===== src/rtl/frame_scheduler.sv =====
// frame_scheduler
// Snapshots the 16 channel status bits on every rising edge of the 0.25 s
// tick and sends them to the UART TX as a 5-byte frame:
// header, sequence number, data low, data high, XOR checksum.
//
// state   | meaning
// --------+-----------------------------------------------------------
// IDLE    | waiting for a tick rising edge; tx_valid low
// SEND    | presenting byte[idx] with tx_valid high until tx_ready
// DONE    | one cycle after the checksum is taken; pulses frame_done
module frame_scheduler #(
  parameter logic [7:0] HEADER = 8'hA5
) (
  input  logic        clk_in,
  input  logic        reset,
  input  logic [16:1] in,
  input  logic        time_025,
  output logic [7:0]  tx_data,
  output logic        tx_valid,
  input  logic        tx_ready,
  output logic        busy,
  output logic        frame_done,
  output logic        overrun,
  output logic [7:0]  seq
);

  localparam logic [1:0] ST_IDLE = 2'd0;
  localparam logic [1:0] ST_SEND = 2'd1;
  localparam logic [1:0] ST_DONE = 2'd2;

  logic [1:0]  state;
  logic        q1;
  logic        q2;
  logic        q3;
  logic        trig;
  logic [16:1] snap;
  logic [2:0]  idx;
  logic [7:0]  checksum;
  logic [7:0]  next_byte;

  // Bring the asynchronous tick into clk_in and keep one stage of history
  always_ff @(posedge clk_in or negedge reset) begin
    if (!reset) begin
      q1 <= 1'b0;
      q2 <= 1'b0;
      q3 <= 1'b0;
    end else begin
      q1 <= time_025;
      q2 <= q1;
      q3 <= q2;
    end
  end

  // Rising edges of the tick only; a held-high tick fires once
  assign trig = q2 & ~q3;

  // Checksum covers the frozen snapshot and the current sequence number,
  // so input activity during a frame cannot disturb it
  assign checksum = HEADER ^ seq ^ snap[8:1] ^ snap[16:9];

  // Byte that follows the one currently on tx_data, loaded when it is taken
  always_comb begin
    next_byte = 8'h00;
    case (idx)
      3'd0:    next_byte = seq;
      3'd1:    next_byte = snap[8:1];
      3'd2:    next_byte = snap[16:9];
      3'd3:    next_byte = checksum;
      default: next_byte = 8'h00;
    endcase
  end

  // Frame sequencer: tx_data is registered and only moves on acceptance
  // or on SEND entry, so it stays stable under backpressure
  always_ff @(posedge clk_in or negedge reset) begin
    if (!reset) begin
      state   <= ST_IDLE;
      snap    <= '0;
      idx     <= 3'd0;
      tx_data <= 8'h00;
      seq     <= 8'h00;
    end else begin
      case (state)
        ST_IDLE: begin
          if (trig) begin
            snap    <= in;
            idx     <= 3'd0;
            tx_data <= HEADER;
            state   <= ST_SEND;
          end
        end
        ST_SEND: begin
          if (tx_ready) begin
            if (idx == 3'd4) begin
              state <= ST_DONE;
            end else begin
              idx     <= idx + 3'd1;
              tx_data <= next_byte;
            end
          end
        end
        ST_DONE: begin
          seq   <= seq + 8'd1;
          state <= ST_IDLE;
        end
        default: state <= ST_IDLE;
      endcase
    end
  end

  // A tick that lands mid-frame is dropped and flagged for one cycle
  always_ff @(posedge clk_in or negedge reset) begin
    if (!reset) begin
      overrun <= 1'b0;
    end else begin
      overrun <= trig && (state != ST_IDLE);
    end
  end

  assign tx_valid   = (state == ST_SEND);
  assign busy       = (state != ST_IDLE);
  assign frame_done = (state == ST_DONE);

endmodule


===== config.mk =====
export PLATFORM = sky130hd
export DESIGN_NAME = frame_scheduler
export DESIGN_NICKNAME = d
export VERILOG_FILES = /design/src/rtl/frame_scheduler.sv
export SDC_FILE = /design/constraint.sdc
export NUM_CORES = 1
export LEC_CHECK = 0
export CAP_MARGIN = 20
export CORE_UTILIZATION = 40
export CTS_CLUSTER_SIZE = 8
export DETAILED_ROUTE_END_ITERATION = 10
export PLACE_DENSITY = 0.7
export SYNTH_ARGS = -nofsm -noshare
export SYNTH_HDL_FRONTEND = slang
export SYNTH_SLANG_ARGS = --single-unit

===== constraint.sdc =====
create_clock -name clk_in -period 5.3 [get_ports clk_in]
set_clock_uncertainty 0.05 [all_clocks]
set_input_delay 1.06 -clock clk_in [delete_from_list [all_inputs] [get_ports clk_in]]
set_output_delay 1.06 -clock clk_in [all_outputs]
set_load 0.05 [all_outputs]

==> results of run 1 <==
==> power groups by stage <==
stage | logic, mW | registers, mW | clock network [mW]
after detailed placement | 0.730 | 0.534 | 0
final | 0.726 | 0.533 | 0.208
after floorplan | 0.444 | 0.625 | 0
after CTS | 0.731 | 0.532 | 0.212
after global placement | 0.723 | 0.535 | 0
after global routing | 0.788 | 0.550 | 0.226
==> flip-flops by register name, indices dropped and copies added (netlist names) <==
register / count
state: 2
q2: 1
overrun: 1
q1: 1
snap: 16
q3: 1
tx_data: 8
seq: 8
idx: 3
==> Yosys cell counts, drive strengths merged <==
| cell type | instances |
|---|---|
| nand2 | 50 |
| dfrtp | 41 |
| a222oi | 8 |
| a2bb2oi | 8 |
| inv | 8 |
| clkbuf | 7 |
| ha | 6 |
| o21ai | 6 |
| xnor2 | 6 |
| buf | 4 |
| nand4 | 4 |
| o311ai | 4 |
| o32ai | 4 |
| xnor3 | 4 |
| xor3 | 4 |
| mux2 | 2 |
| nor2 | 2 |
| or2 | 2 |
| a21bo | 1 |
| a21o | 1 |
| a21oi | 1 |
| and3 | 1 |
| and3b | 1 |
| and4b | 1 |
| mux2i | 1 |
| nand2b | 1 |
| nand3 | 1 |
| nor2b | 1 |
| nor4b | 1 |
| o211ai | 1 |
| or3 | 1 |
| or4b | 1 |
| xor2 | 1 |
==> area by class of cell <==
type	instances	area, µm²
repair buffers	40	392.9
fillers	444	2273
well taps	67	83.83
multi-input cells	125	955.9
clock buffers	7	86.33
flip-flops and latches	41	1026
inverters	8	30.03
==> worst max path at each step <==
| stage | slack, ns | endpoint |
|---|---|---|
| after CTS | 2.19 | frame_done |
| after floorplan | 3.11 | frame_done |
| after detailed placement | 2.52 | frame_done |
| after global routing | 2.07 | frame_done |
| after global placement | 2.56 | frame_done |
| final | 2.17 | frame_done |
==> worst max-delay path, stage by stage (launching register included) <==
cell and delay (ns):
dfrtp_1 0.42, nor2b_1 0.41, clkdlybuf4s50_1 0.89
==> cell families after synthesis <==
logic type | synth area share, %
adder cells (fa/ha/maj) | 3.634
AND/OR/NAND/NOR | 14.84
buffers and inverters | 4.058
flip-flops | 49.67
AO/OA/AOI/OAI | 14.11
multiplexers | 1.756
XOR/XNOR | 11.93
==> metal layers <==
metal | wire (µm) | vias to the layer above | global-route usage (%)
met3 | 291 | 4 | 5.213
met1 | 2100 | 715 | 25.66
met4 | 34 | 0 | 5.128
met2 | 1843 | 52 | 26.20
li1 | - | 728 | -
met5 | 0 | - | 0
==> results by group, run 1 <==
Floorplan
  – Core Footprint: a little under 5000 µm²
  – Die area: 5456 µm²
  – Floorplan die width: roughly 74 µm
  – Die Height: around 74 µm
  – Initial Utilization: 42.61%
  – Row count: 25
  – Top Ports: 40

Place
  – Port Buffers: 39
  – Gp weighted congestion: 0.7739
  – Dpl cells: 281
  – Dpl cell area: roughly 2500 µm²
  – Place WS: between 2 and 3 ns
  – HPWL Detailed: 2.976 mm

Pwr
  – Leak Pwr: around 1.2 nW
  – P_int: roughly 0.86 mW
  – Switching Share: a little over two fifths
  – Comb power frac: approximately half
  – Peak supply drop: around 0.36 mV
  – Pwr/cell area: roughly 570 nW/µm²
  – Total power: 1.467 mW
  – Part of the power in registers: a little over a third
  – Clock power frac: 14.2%
  – Sw Pwr: 0.6112 mW

Cells and area
  – Fin util: between 50% and 60%
  – Layout cells sized above 1: ~6.8%
  – Final-stage net count: around 250
  – Ant. Diodes: 0
  – Final non-filler cell total: ~290
  – Commonest non-fill, non-tap cells in the layout: 50 x nand2_1, 41 x dfrtp_1, 38 x clkdlybuf4s50_1
  – Design Area, Final: roughly 2600 µm²
  – Commonest non-fill, non-tap cell in the layout: nand2_1
  – Layout area overhead: 24.65%

Setup path
  – R2r setup slk: approximately 3.2 ns
  – Worst reg2reg path startpoint: state[1]
  – Critical-path maximum fanout: 6
  – Critical path type: register to output pin
  – CP Capture Type: output pin
  – Crit start category: register
  – Critical Path RT: about 4.2 ns
  – CP arrival: 2.02 ns
  – Reg2Reg Depth: 3
  – CP Launch Point: state[1]
  – R2R Path End: tx_data[3]

Global route
  – GRT overflow: 0
  – Global Route Usage Sum: 17.87%
  – Vias in the first global route: roughly 1400
  – Antenna violations before repair: 0
  – Largest net degree at the start of global routing: 42
  – First-pass GRT wire length: a little over 7 mm

Drt
  – Vias per cell: between 5 and 6
  – Post-route ant nets: 0
  – Initial drt markers: between 90 and 100
  – Routed WL per cell: about 15 µm
  – DRT Wirelength: roughly 4.3 mm
  – DR pass1 iterations: 4
  – DRC viols: 0
  – Via count: ~1500

Logic synthesis
  – Synth cell types: 39
  – Yosys warns: 0
  – FF+latch count, synth: around 40
  – Avg Inst Size Synth: 11.17 µm²
  – Leading area contributor after synthesis: dfrtp_1
  – Syn Inst Count: 185
  – Post-synthesis cell area: 2066 µm²
  – Register area share after synthesis: 49.67%
  – Top cell type's share of synthesized area: between 40% and 50%
  – Post-synthesis net count: approximately 210
  – Largest cells by area after synthesis: dfrtp_1 50%, nand2_1 9.1%, xor3_1 4.6%

Min path
  – Worst Hold Launch: q1
  – Hold endpoint: q2
  – Hold Path Depth: 0
  – Worst Hold Class: register to register

Clocking
  – CTS tree: built
  – CTS root buffer: clkbuf_8
  – CTS resizes: 0
  – Post-CTS Setup Bufs: 0
  – CTS H-tree lvls: 2
  – CTS sink cnt: 41
  – Reg clk slew, reported paths: about 0.080 ns
  – Num CTS Buffers: 5
  – CTS Buffer Depth: 2
  – Clock latency on the worst-skew pair: around 0.30 ns
  – CTS Hold Buffers Added: 0

Timing
  – Slack of the critical path: 2.168 ns
  – Final slew viol count: 0
  – Setup TNS: 0 ns
  – Crit share post-route: 59.10%
  – Hold slack: between 0.3 and 0.4 ns
  – RSZ-0062 raised after global routing: no
  – Hold Fails Final Rpt: 0
  – Fin crit period: roughly 3.1 ns
  – Setup Viol. Count Final: 0
  – Least-Margin Pin Slew: about 0.91 ns
  – Highest Clock Rate: approximately 320 MHz
  – Slew headroom: between 30% and 40%

Status
  – Status: complete, no violations

Job
  – Max cap viols: 0
No activity file was read; power rests on OpenSTA's default activity.
==> run 2: changes to the inputs <==
Clock period 5.3 ns to 3.3 ns, I/O delays scaled along.
==> run 2 against run 1 <==
Setup slack got worse by 1.6 ns. Combinational power increased by 64%. Flip-flop and latch count unchanged. Count of clock-buffer cells in the layout increased by 1. Global-route usage increased by 0.96 points. Hold slack got worse by 0.0039 ns. Total power increased by 61%. Via count increased by 3.7%. Critical endpoint unchanged. Largest cell class unchanged.
==> results by group, run 2 (same netlist as run 1, synthesis figures left out) <==
Global route
  – Largest net degree at the start of global routing: 42 (unchanged)
  – First-pass GRT wire length: 7.493 mm (+4.7%)
  – Global Route Usage Sum: 18.83% (+0.96 points)
  – GRT overflow: 0 (unchanged)
  – Vias in the first global route: 1497 (+3.7%)
  – Antenna violations before repair: 0 (unchanged)

Cells and area
  – Layout cells sized above 1: 6.306% (-0.48 points)
  – Registers with the most flip-flops: snap (16), seq (8), tx_data (8)
  – Commonest non-fill, non-tap cell in the layout: nand2_1
  – Design Area, Final: 2569 µm² (-0.24%)
  – Commonest non-fill, non-tap cells in the layout: 50 x nand2_1, 41 x dfrtp_1, 38 x clkdlybuf4s50_1
  – Fin util: 52.98% (-0.13 points)
  – Largest reg by FF count: snap
  – Layout area overhead: 24.35%
  – Max FFs per register: 16 (unchanged)
  – Final-stage net count: 247 (unchanged)
  – Ant. Diodes: 0 (unchanged)

Floorplan
  – Floorplan die width: 73.87 µm (unchanged)
  – Die Height: 73.87 µm (unchanged)
  – Core Footprint: 4848 µm² (unchanged)
  – Initial Utilization: 42.61% (unchanged)
  – Row count: 25 (unchanged)
  – Top Ports: 40 (unchanged)
  – Die area: 5456 µm² (unchanged)

Timing
  – Slew headroom: 39.16% (-0.17 points)
  – Least-Margin Pin Slew: 0.9126 ns (+0.002488 ns)
  – Final slew viol count: 0 (unchanged)
  – Highest Clock Rate: about 370 MHz
  – Setup TNS: 0 ns (unchanged)
  – Crit share post-route: just over 80%
  – Hold Fails Final Rpt: 0 (unchanged)
  – Setup Viol. Count Final: 0 (unchanged)
  – RSZ-0062 raised after global routing: no
  – Hold slack: 0.3046 ns (-0.003901 ns)
  – Fin crit period: 2.683 ns

Min path
  – Worst Hold Launch: q1
  – Hold Path Depth: 0 (unchanged)
  – Hold endpoint: q2
  – Worst Hold Class: register to register

Drt
  – DRT Wirelength: 4.546 mm (+6.5%)
  – DR pass1 iterations: 4 (unchanged)
  – Initial drt markers: 147 (+55%)
  – DRC viols: 0 (unchanged)
  – Routed WL per cell: 15.73 µm (+6.1%)
  – Vias per cell: 5.381 (+3.4%)
  – Via count: 1555 (+3.7%)
  – Post-route ant nets: 0 (unchanged)

Clocking
  – Post-CTS Setup Bufs: 0 (unchanged)
  – CTS Buffer Depth: 2 (unchanged)
  – CTS resizes: 0 (unchanged)
  – CTS H-tree lvls: 2 (unchanged)
  – Num CTS Buffers: 5 (unchanged)
  – CTS root buffer: clkbuf_8
  – CTS tree: built
  – Clock latency on the worst-skew pair: 0.29 ns (about the same)
  – CTS Hold Buffers Added: 0 (unchanged)
  – Reg clk slew, reported paths: 0.08 ns (about the same)
  – CTS sink cnt: 41 (unchanged)

Setup path
  – Reg2Reg Depth: 3 (unchanged)
  – Cell family with most CP delay: buffers and inverters
  – CP Depth: 2 (unchanged)
  – R2r setup slk: 1.13 ns (-2.04 ns)
  – CP cell instances: nor2b_1 -> clkdlybuf4s50_1
  – Crit start category: register
  – R2R Path End: tx_data[4]
  – Critical-path maximum fanout: 6 (unchanged)
  – CP Capture Type: output pin
  – Buf/Inv on CP: 1 (unchanged)
  – Largest stage delay, worst path: 0.89 ns (about the same)
  – Max stage delay cell, worst path: clkdlybuf4s50_1
  – CP arrival: 1.97 ns (-0.05 ns)
  – Critical Path RT: 2.59 ns (-1.60 ns)
  – Critical path type: register to output pin
  – Worst reg2reg path startpoint: state[1]

Place
  – HPWL Detailed: 3.142 mm (+5.6%)
  – Dpl cell area: 2489 µm² (unchanged)
  – Port Buffers: 39 (unchanged)
  – Gp weighted congestion: 0.7398 (-4.4%)

Job
  – Max cap viols: 0 (unchanged)

Pwr
  – Peak supply drop: 0.5432 mV (+52%)
  – Leak Pwr: 1.195 nW (-0.40%)
  – Pwr/cell area: 920.4 nW/µm² (+62%)

Status
  – Status: complete, no violations
run 2: final cells by class:
class	count	area, µm²
Sequential cell	41	1026
Timing Repair Buffer	40	392.9
Clock buffer	8	80.08
Tap cell	67	83.83
Multi-Input combinational cell	125	955.9
Fill cell	443	2280
Inverter	8	30.03
run 2: report_power, final:
part           switching (mW)  internal, mW
clock network           0.171         0.150
logic                   0.657         0.529
registers               0.177         0.679
total                    1.01          1.36
run 2: how the worst max path moves through the flow:
stage,from,endpoint
2_1_floorplan,state[0],frame_done
3_3_place_gp,state[1],frame_done
3_5_place_dp,state[1],frame_done
4_1_cts,state[1],frame_done
5_1_grt,state[0],frame_done
6_report,state[1],frame_done
run 2: routing by layer:
layer	vias up	routed length (µm)	GRT usage [%]
met1	768	2150	26.94
met2	52	2045	28.13
met3	6	286	4.252
li1	729	-	-
met4	0	63	6.410
met5	-	0	0
run 2: metrics by stage:
stage / setup slack [ns] / instances / total power [mW]
floorplan: 1.509 / 185 / 1.716
global placement: 0.9569 / 281 / 2.021
detailed placement: 0.9291 / 281 / 2.044
CTS: 0.6058 / 289 / 2.369
global route: 0.4834 / 289 / 2.516
finish: 0.6166 / 289 / 2.364
